[src/rtl/rv_pkg.sv]
// Shared RISC-V MEM-stage definitions: load/store funct3 encodings, LSU FSM
// states, and the width/offset rules shared by the LSU datapath.
package rv_pkg;

  localparam logic [2:0] F3_B  = 3'b000;
  localparam logic [2:0] F3_H  = 3'b001;
  localparam logic [2:0] F3_W  = 3'b010;
  localparam logic [2:0] F3_BU = 3'b100;
  localparam logic [2:0] F3_HU = 3'b101;

  typedef enum logic [1:0] {IDLE, REQ, WAIT, DONE} lsu_state_t;

  // Unknown widths fault like misaligned accesses so they never reach the bus.
  function automatic logic f3_misaligned(input logic [2:0] f3, input logic [1:0] off);
    case (f3)
      F3_B, F3_BU: return 1'b0;
      F3_H, F3_HU: return off[0];
      F3_W:        return off != 2'b00;
      default:     return 1'b1;
    endcase
  endfunction

  function automatic logic [3:0] f3_byte_en(input logic [2:0] f3, input logic [1:0] off);
    case (f3)
      F3_B, F3_BU: return 4'b0001 << off;
      F3_H, F3_HU: return 4'b0011 << off;
      default:     return 4'b1111;
    endcase
  endfunction

endpackage

[src/rtl/lsu_load_align.sv]
// Extracts the byte/half/word at a byte offset from a raw memory word and
// sign- or zero-extends it according to funct3.
module lsu_load_align
  import rv_pkg::*;
#(
  parameter int XLEN = 32
) (
  input  logic [2:0]      funct3,
  input  logic [1:0]      offset,
  input  logic [XLEN-1:0] rdata,
  output logic [XLEN-1:0] data
);

  logic [XLEN-1:0] lane;

  assign lane = rdata >> {offset, 3'b000};

  always_comb begin
    data = lane;
    case (funct3)
      F3_B:    data = {{(XLEN-8){lane[7]}}, lane[7:0]};
      F3_BU:   data = {{(XLEN-8){1'b0}}, lane[7:0]};
      F3_H:    data = {{(XLEN-16){lane[15]}}, lane[15:0]};
      F3_HU:   data = {{(XLEN-16){1'b0}}, lane[15:0]};
      default: data = lane;
    endcase
  end

endmodule

[src/rtl/mem_lsu.sv]
// MEM-stage load/store unit: request/grant/response handshake with data
// memory, store lane steering, load extraction, and pipeline stall.
module mem_lsu
  import rv_pkg::*;
#(
  parameter int XLEN = 32
) (
  input  logic            clk,
  input  logic            rst,
  input  logic            op_valid,
  input  logic            memread,
  input  logic            memwrite,
  input  logic [2:0]      funct3,
  input  logic [XLEN-1:0] addr,
  input  logic [XLEN-1:0] store_data,
  output logic            stall,
  output logic            resp_valid,
  output logic            misaligned,
  output logic [XLEN-1:0] read_data,
  output logic            mem_req,
  output logic            mem_we,
  output logic [XLEN-1:0] mem_addr,
  output logic [3:0]      mem_be,
  output logic [XLEN-1:0] mem_wdata,
  input  logic            mem_gnt,
  input  logic            mem_rvalid,
  input  logic [XLEN-1:0] mem_rdata
);

  lsu_state_t      state;
  logic [2:0]      funct3_q;
  logic [1:0]      off_q;
  logic            is_load_q;
  logic            start;
  logic [XLEN-1:0] load_data;

  function automatic logic [XLEN-1:0] store_lanes(input logic [2:0] f3,
                                                   input logic [XLEN-1:0] sd);
    case (f3)
      F3_B:    return {(XLEN/8){sd[7:0]}};
      F3_H:    return {(XLEN/16){sd[15:0]}};
      default: return sd;
    endcase
  endfunction

  assign start = op_valid & (memread | memwrite);
  assign stall = ((state == IDLE) && start) || (state == REQ) || (state == WAIT);

  lsu_load_align #(.XLEN(XLEN)) u_align (
    .funct3 (funct3_q),
    .offset (off_q),
    .rdata  (mem_rdata),
    .data   (load_data)
  );

  always_ff @(posedge clk) begin
    if (rst) begin
      state      <= IDLE;
      funct3_q   <= 3'b000;
      off_q      <= 2'b00;
      is_load_q  <= 1'b0;
      resp_valid <= 1'b0;
      misaligned <= 1'b0;
      read_data  <= '0;
      mem_req    <= 1'b0;
      mem_we     <= 1'b0;
      mem_addr   <= '0;
      mem_be     <= 4'b0000;
      mem_wdata  <= '0;
    end else begin
      case (state)
        IDLE: begin
          if (start) begin
            if (f3_misaligned(funct3, addr[1:0])) begin
              misaligned <= 1'b1;
              resp_valid <= 1'b1;
              state      <= DONE;
            end else begin
              funct3_q  <= funct3;
              off_q     <= addr[1:0];
              is_load_q <= memread;
              mem_req   <= 1'b1;
              mem_we    <= ~memread;
              mem_addr  <= {addr[XLEN-1:2], 2'b00};
              mem_be    <= f3_byte_en(funct3, addr[1:0]);
              mem_wdata <= store_lanes(funct3, store_data);
              state     <= REQ;
            end
          end
        end
        REQ: begin
          if (mem_gnt) begin
            mem_req <= 1'b0;
            if (!is_load_q) begin
              resp_valid <= 1'b1;
              state      <= DONE;
            end else if (mem_rvalid) begin
              read_data  <= load_data;
              resp_valid <= 1'b1;
              state      <= DONE;
            end else begin
              state <= WAIT;
            end
          end
        end
        WAIT: begin
          if (mem_rvalid) begin
            read_data  <= load_data;
            resp_valid <= 1'b1;
            state      <= DONE;
          end
        end
        DONE: begin
          // A request presented now waits for the next IDLE cycle.
          resp_valid <= 1'b0;
          misaligned <= 1'b0;
          state      <= IDLE;
        end
        default: state <= IDLE;
      endcase
    end
  end

endmodule

[config.mk]
export PLATFORM = sky130hd
export DESIGN_NAME = mem_lsu
export DESIGN_NICKNAME = d
export VERILOG_FILES = /design/src/rtl/rv_pkg.sv /design/src/rtl/lsu_load_align.sv /design/src/rtl/mem_lsu.sv
export SDC_FILE = /design/constraint.sdc
export NUM_CORES = 1
export LEC_CHECK = 0
export ABC_AREA = 1
export CORE_MARGIN = 3
export CORE_UTILIZATION = 44
export CTS_CLUSTER_SIZE = 16
export DETAILED_ROUTE_END_ITERATION = 7
export MAX_ROUTING_LAYER = met4
export PLACE_DENSITY = 0.86
export SYNTH_ARGS = -nofsm -noshare
export SYNTH_HDL_FRONTEND = slang
export SYNTH_SLANG_ARGS = --single-unit
export TNS_END_PERCENT = 30
[constraint.sdc]
create_clock -name clk -period 2.2 [get_ports clk]
set_input_delay 0.33 -clock clk [delete_from_list [all_inputs] [get_ports clk]]
set_output_delay 0.33 -clock clk [all_outputs]
set_load 0.1 [all_outputs]
==> qor.yml, run 1 <==
outcome:
  status: "completed"
die:
  num_io_pins: 211
  start_util: 0.463
  coreArea_um2: 11700
  die_width_um: 117
  rows: 39
  die_h_um: 117
  die_area_um2: 13700
yosys:
  yosysTopAreaCell: "dfxtp_1"
  yosysSeqAreaShare: 0.407
  syn_area_um2: 5420
  yosysWarnings: 0
  synth.avg_cell_area_um2: 6.34
  synthFlopType: "dfxtp_1"
  synth_edf_count: 0
  synth_cells: 855
  netlist.area_leader.share: 0.407
  async_flop_share: 0
  synth_compound_area_frac: 0.0977
  ys_ff_latch: 110
  ys_top_cells_by_count: "nand2_1 (261), nor2_1 (134), dfxtp_1 (110)"
  synth.most_common_cell: "nand2_1"
  synth_cell_type_count: 27
  synthAdderAreaFrac: 0.00924
  synthTopCellsByArea: "dfxtp_1 (41%), nand2_1 (18%), nand3_1 (9.7%)"
  synthSimpleGateAreaFrac: 0.393
  synth_top_family_by_area: "simple AND/OR/NAND/NOR gates"
  synthXorXnorAreaFrac: 0
  muxShareOfSynthArea: 0
timing:
  worst_pin_slew_ns: 0.584
  grt_setup_unrepaired: "false"
  setup_viol: 0
  final_max_slew_viol_count: 0
  relSlewSlack: 0.609
  fin_crit_sh: 0.928
  timing.final.crit_period_ns: 2.04
  clock_skew_ns: 0.00936
  tns_ns: 0
  fmaxAchievable_mhz: 490
  hold_violations: 0
pwr:
  power.density_nw_per_um2: 1270
  leakage_uw: 0.00368
  irDropWorstVdd_mv: 0.591
  power_uw: 9810
worst_hold_path:
  hold_path.class: "reg -> reg"
  hp-start: "mem_be[1]"
  min_to: "mem_be[1]"
  hold_depth: 2
routing:
  vias: 5955
  dr.pass1.iters: 5
  drt_iter0_markers: 495
  avgRoutedWirePerCell_um: 13.6
  drc: 0
  ant_nets: 0
  routed_via_density: 4.99
  wirelength_mm: 16.3
cells_and_area:
  layout.cells.non_filler: 1194
  nets: 1156
  antenna_cells: 0
  syn_to_final_growth_pct: 42.4
  design_area_um2: 7710
  drive_above_1_share: 0.152
setup_path:
  reg2regPathDepth: 9
  rr_endpoint: "read_data[18]"
  reg2reg_setup_slack_ns: 0.36
  critPathRequiredTime_ns: 1.87
  r2r_start: "state[1]"
  cp-startpoint: "state[0]"
  start_kind: "flip-flop"
  critPathKind: "reg -> out"
  cp.arrival_ns: 1.71
  endpoint_kind: "primary output"
  path_max_fanout: 8
placed_design:
  io_buffer_count: 208
  place.gp.congestion: 0.955
  place_area_um2: 7420
  dpl.hpwl_mm: 12.3
  placed_cells: 1178
global_route:
  gr-max-usage-layer: "met2"
  grt_pass1_vias: 5282
  grt_pass1_wl_mm: 25.5
  track_usage: 0.238
  met3_usage: 0.0416
  grt_use_met1: 0.317
  overflow: 0
  antenna_found_initial: 0
  grt_max_degree: 74
  use_met2: 0.365
clocking:
  post_cts_resized: 0
  cts.reportedPaths.clkPinSlew_ns: 0.08
  cts_tree: "built"
  ctsHtreeMaxLevel: 3
  cts_setup_buffers: 0
  cts_buffer_depth: 2
  cts-root-buf: "clkbuf_16"
  clock_latency_ns: 0.34
  cts.sink_count: 110
  numCtsBuffers: 9
  cts_hold_buf: 0
flow_run:
  maxCapViolCount: 0
==> logic make-up after synthesis <==
group / after synthesis
flip-flops: 110
AND/OR/NAND/NOR: 518
adder cells (fa/ha/maj): 4
other: 1
buffers and inverters: 117
AO/OA/AOI/OAI: 105
==> worst max-delay path, cell delays in order, from the launching register on <==
cell     delay (ns)
dfxtp_1        0.35
inv_1          0.12
ha_1           0.35
inv_1          0.12
o21ai_2        0.22
buf_12         0.20
==> flip-flops by register name, summed over array words and instances (netlist names) <==
| register | flops |
|---|---|
| state | 2 |
| off_q | 2 |
| misaligned | 1 |
| is_load_q | 1 |
| funct3_q | 3 |
| mem_addr | 30 |
| mem_req | 1 |
| mem_wdata | 32 |
| mem_be | 4 |
| resp_valid | 1 |
| mem_we | 1 |
| read_data | 32 |
==> worst max-delay path by stage <==
stage	to	cells past startpoint	slack [ns]
detailed placement	funct3_q[2]	7	0.11
floorplan	stall	5	0.16
CTS	stall	5	0.14
finish	stall	5	0.16
global route	stall	5	0.02
global placement	mem_wdata[19]	8	0.13
==> cells in the final DEF (no fill, tap or decap) <==
master           netlist  final
a21oi_4                0      1
inv_6                  0      2
nand2_1              261    261
nand4_1                5      5
o21ai_0               33     32
clkinv_8               0      1
nand3b_1               1      1
nor3_4                 0      1
conb_1                 1      2
clkbuf_16              0      9
o21ai_1                1      1
nor2_1               134    134
clkinv_1               2      2
nor3b_1                1      1
a21oi_1               70     70
clkdlybuf4s50_1        0    104
dfxtp_1              110    110
buf_4                  8    121
nand3_4                0      1
inv_1                 58     58
clkinv_2               0      1
buf_12                 0      5
clkbuf_8               0      1
nand2_2                1      1
inv_2                  5      5
nor3_1                 1      1
nand3_1              105    105
buf_2                 19      1
clkinvlp_4             0      2
o21ai_2                0      1
ha_1                   4      4
or2_2                  7      7
==> area by class of cell <==
cell class | instances | area [µm²]
Clock buffer | 10 | 239
Clock inverter | 6 | 53.8
Fill cell | 1078 | 4000
Inverter | 65 | 244
Multi-Input combinational cell | 629 | 2740
Sequential cell | 110 | 2200
Tap cell | 143 | 179
Timing Repair Buffer | 231 | 2050
==> metal layers <==
| metal | share of wire | vias up |
|---|---|---|
| li1 | - | 3083 |
| met5 | 0 | - |
| met4 | 0.028 | 0 |
| met2 | 0.46 | 225 |
| met1 | 0.45 | 2617 |
| met3 | 0.064 | 30 |
==> power breakdown <==
part | switching (µW) | internal (µW) | total (µW)
Sequential | 227 | 2390 | 2610
Combinational | 4240 | 1390 | 5630
Clock | 752 | 816 | 1570
Total | 5220 | 4590 | 9810
==> per-stage QoR <==
step	hold slack (ns)	utilization	worst slack, ns
2_1_floorplan	0.457	-	0.165
3_3_place_gp	0.453	0.634	0.125
3_5_place_dp	0.456	0.634	0.107
4_1_cts	0.467	0.659	0.135
5_1_grt	0.480	0.659	0.0171
6_report	0.467	0.659	0.158
(Power assumes the default switching activity.)
==> inputs of run 2 (changes only) <==
SLEW_MARGIN = 15   (was unset)
==> results of run 2 <==
Final layout, timing and power as in run 1 (identical DEF).
==> inputs of run 3 (changes only) <==
ABC_AREA = unset   (was 1)
CORE_UTILIZATION = 43   (was 44)
PLACE_DENSITY = 0.85   (was 0.86)
==> run 3 against run 2 <==
- combinational power shrank 32%
- setup slack lost 0.026 ns
- non-clock buffer count is the same
- first-iteration DRC count shrank 41%
- sequential power shrank 6%
- synthesized cell count shrank 29%
- hold slack lost 0.011 ns
- clock-buffer cell count shrank 1
- design area shrank 3.2%
- utilization shrank 1.3 points
- critical endpoint unchanged
- largest power group unchanged
==> qor.yml, run 3 <==
outcome:
  status: "completed"
routing:
  drc: 0
  routed_via_density: 5.30
  ant_nets: 0
  vias: 5017
  dr.pass1.iters: 7
  drt_iter0_markers: 294
  avgRoutedWirePerCell_um: 16.6
  wirelength_mm: 15.7
cells_and_area:
  fillCellCount: 941
  reg_top3: "mem_wdata: 32 flops, read_data: 32 flops, mem_addr: 30 flops"
  fin_util: 0.645
  design_area_um2: 7460
  antenna_cells: 0
  syn_to_final_growth_pct: 44.6
  drive_above_1_share: 0.220
  layout_commonest_cell: "nand2_1"
  nets: 909
  final_cell_mix: "nand2_1 (132), buf_4 (119), dfxtp_1 (110)"
clocking:
  clock_latency_ns: 0.34
  post_cts_resized: 0
  cts_tree: "built"
  cts_buffer_depth: 2
  cts.reportedPaths.clkPinSlew_ns: 0.07
  cts_hold_buf: 0
  cts-root-buf: "clkbuf_16"
  numCtsBuffers: 9
  ctsHtreeMaxLevel: 3
  cts.sink_count: 110
  cts_setup_buffers: 0
yosys:
  synth.avg_cell_area_um2: 8.50
  yosysSeqAreaShare: 0.427
  ys_top_cells_by_count: "nand2_1 (132), dfxtp_1 (110), nor2_1 (68)"
  syn_area_um2: 5160
  yosysTopAreaCell: "dfxtp_1"
  synth_cell_type_count: 41
  yosysWarnings: 0
  synth_edf_count: 0
  netlist.area_leader.share: 0.427
  synth_cells: 607
  synthFlopType: "dfxtp_1"
  ys_ff_latch: 110
  synth.most_common_cell: "nand2_1"
  async_flop_share: 0
  synthTopCellsByArea: "dfxtp_1 (43%), mux2i_1 (9.7%), nand2_1 (9.6%)"
die:
  rows: 39
  start_util: 0.446
  num_io_pins: 211
  die_area_um2: 13400
  coreArea_um2: 11600
  die_width_um: 116
  die_h_um: 116
timing:
  tns_ns: 0
  grt_setup_unrepaired: "false"
  setup_ws_ns: 0.132
  final_max_slew_viol_count: 0
  setup_viol: 0
  fmaxAchievable_mhz: 483
  clock_skew_ns: 0.00905
  fin_crit_sh: 0.940
  hold_violations: 0
  timing.final.crit_period_ns: 2.07
  worst_pin_slew_ns: 0.586
  relSlewSlack: 0.609
global_route:
  grt_max_degree: 42
  antenna_found_initial: 0
  overflow: 0
  grt_pass1_vias: 4926
  grt_pass1_wl_mm: 24.1
  track_usage: 0.233
setup_path:
  critPathKind: "reg -> out"
  cp.arrival_ns: 1.74
  path_max_fanout: 9
  critPathRequiredTime_ns: 1.87
  start_kind: "flip-flop"
  endpoint_kind: "primary output"
  reg2reg_setup_slack_ns: 0.20
placed_design:
  dpl.hpwl_mm: 11.8
  io_buffer_count: 208
  pre_cts_ws_ns: 0.143
  place.gp.congestion: 0.964
  place_area_um2: 7160
pwr:
  leakage_uw: 0.00281
  power.density_nw_per_um2: 1070
  power_uw: 7970
  irDropWorstVdd_mv: 0.573
worst_hold_path:
  hold_path.class: "in -> reg"
flow_run:
  maxCapViolCount: 0
run 3: power breakdown:
group | internal (µW) | total, µW | switching, µW
Clock | 896 | 1660 | 765
Combinational | 1050 | 3850 | 2810
Sequential | 2270 | 2450 | 186
Total | 4210 | 7970 | 3760
run 3: cell families (layout without fill, tap and decap cells):
group,after synthesis,in the layout,synth area share
AO/OA/AOI/OAI,149,149,0.201
adder cells (fa/ha/maj),4,4,0.00970
buffers and inverters,56,252,0.0608
flip-flops,110,110,0.427
multiplexers,58,58,0.114
other,1,2,0.000727
AND/OR/NAND/NOR,229,229,0.186
run 3: final cells by class:
| class | instances | area [µm²] | area share |
|---|---|---|---|
| clock buffers | 9 | 225 | 0.0302 |
| well taps | 143 | 179 | 0.0240 |
| inverters | 5 | 18.8 | 0.00251 |
| flip-flops and latches | 110 | 2200 | 0.295 |
| repair buffers | 231 | 2090 | 0.281 |
| clock inverters | 7 | 78.8 | 0.0106 |
| multi-input cells | 442 | 2670 | 0.357 |
run 3: final timing paths:
kind	end	cells past startpoint	start
max reg2reg	mem_wdata[18]	7	state[0]
max	stall	5	state[1]
min	is_load_q	2	rst
min reg2reg	mem_addr[30]	2	mem_addr[30]
run 3: through the flow:
step,std cells,hold slack (ns)
floorplan,608,0.422
global placement,931,0.446
detailed placement,931,0.447
CTS,947,0.439
global route,947,0.459
finish,947,0.456
run 3: metal layers:
layer	routed length, µm	up-vias	global-route usage
li1	-	2462	-
met1	6530	2312	0.276
met2	7720	206	0.394
met3	995	37	0.0345
met4	444	0	0.0994
met5	0	-	-
run 3: critical path, stage by stage (launching register included):
cell and delay (ns):
dfxtp_1 0.41, inv_1 0.10, ha_1 0.30, o211ai_1 0.23, nand2_1 0.16, buf_12 0.20
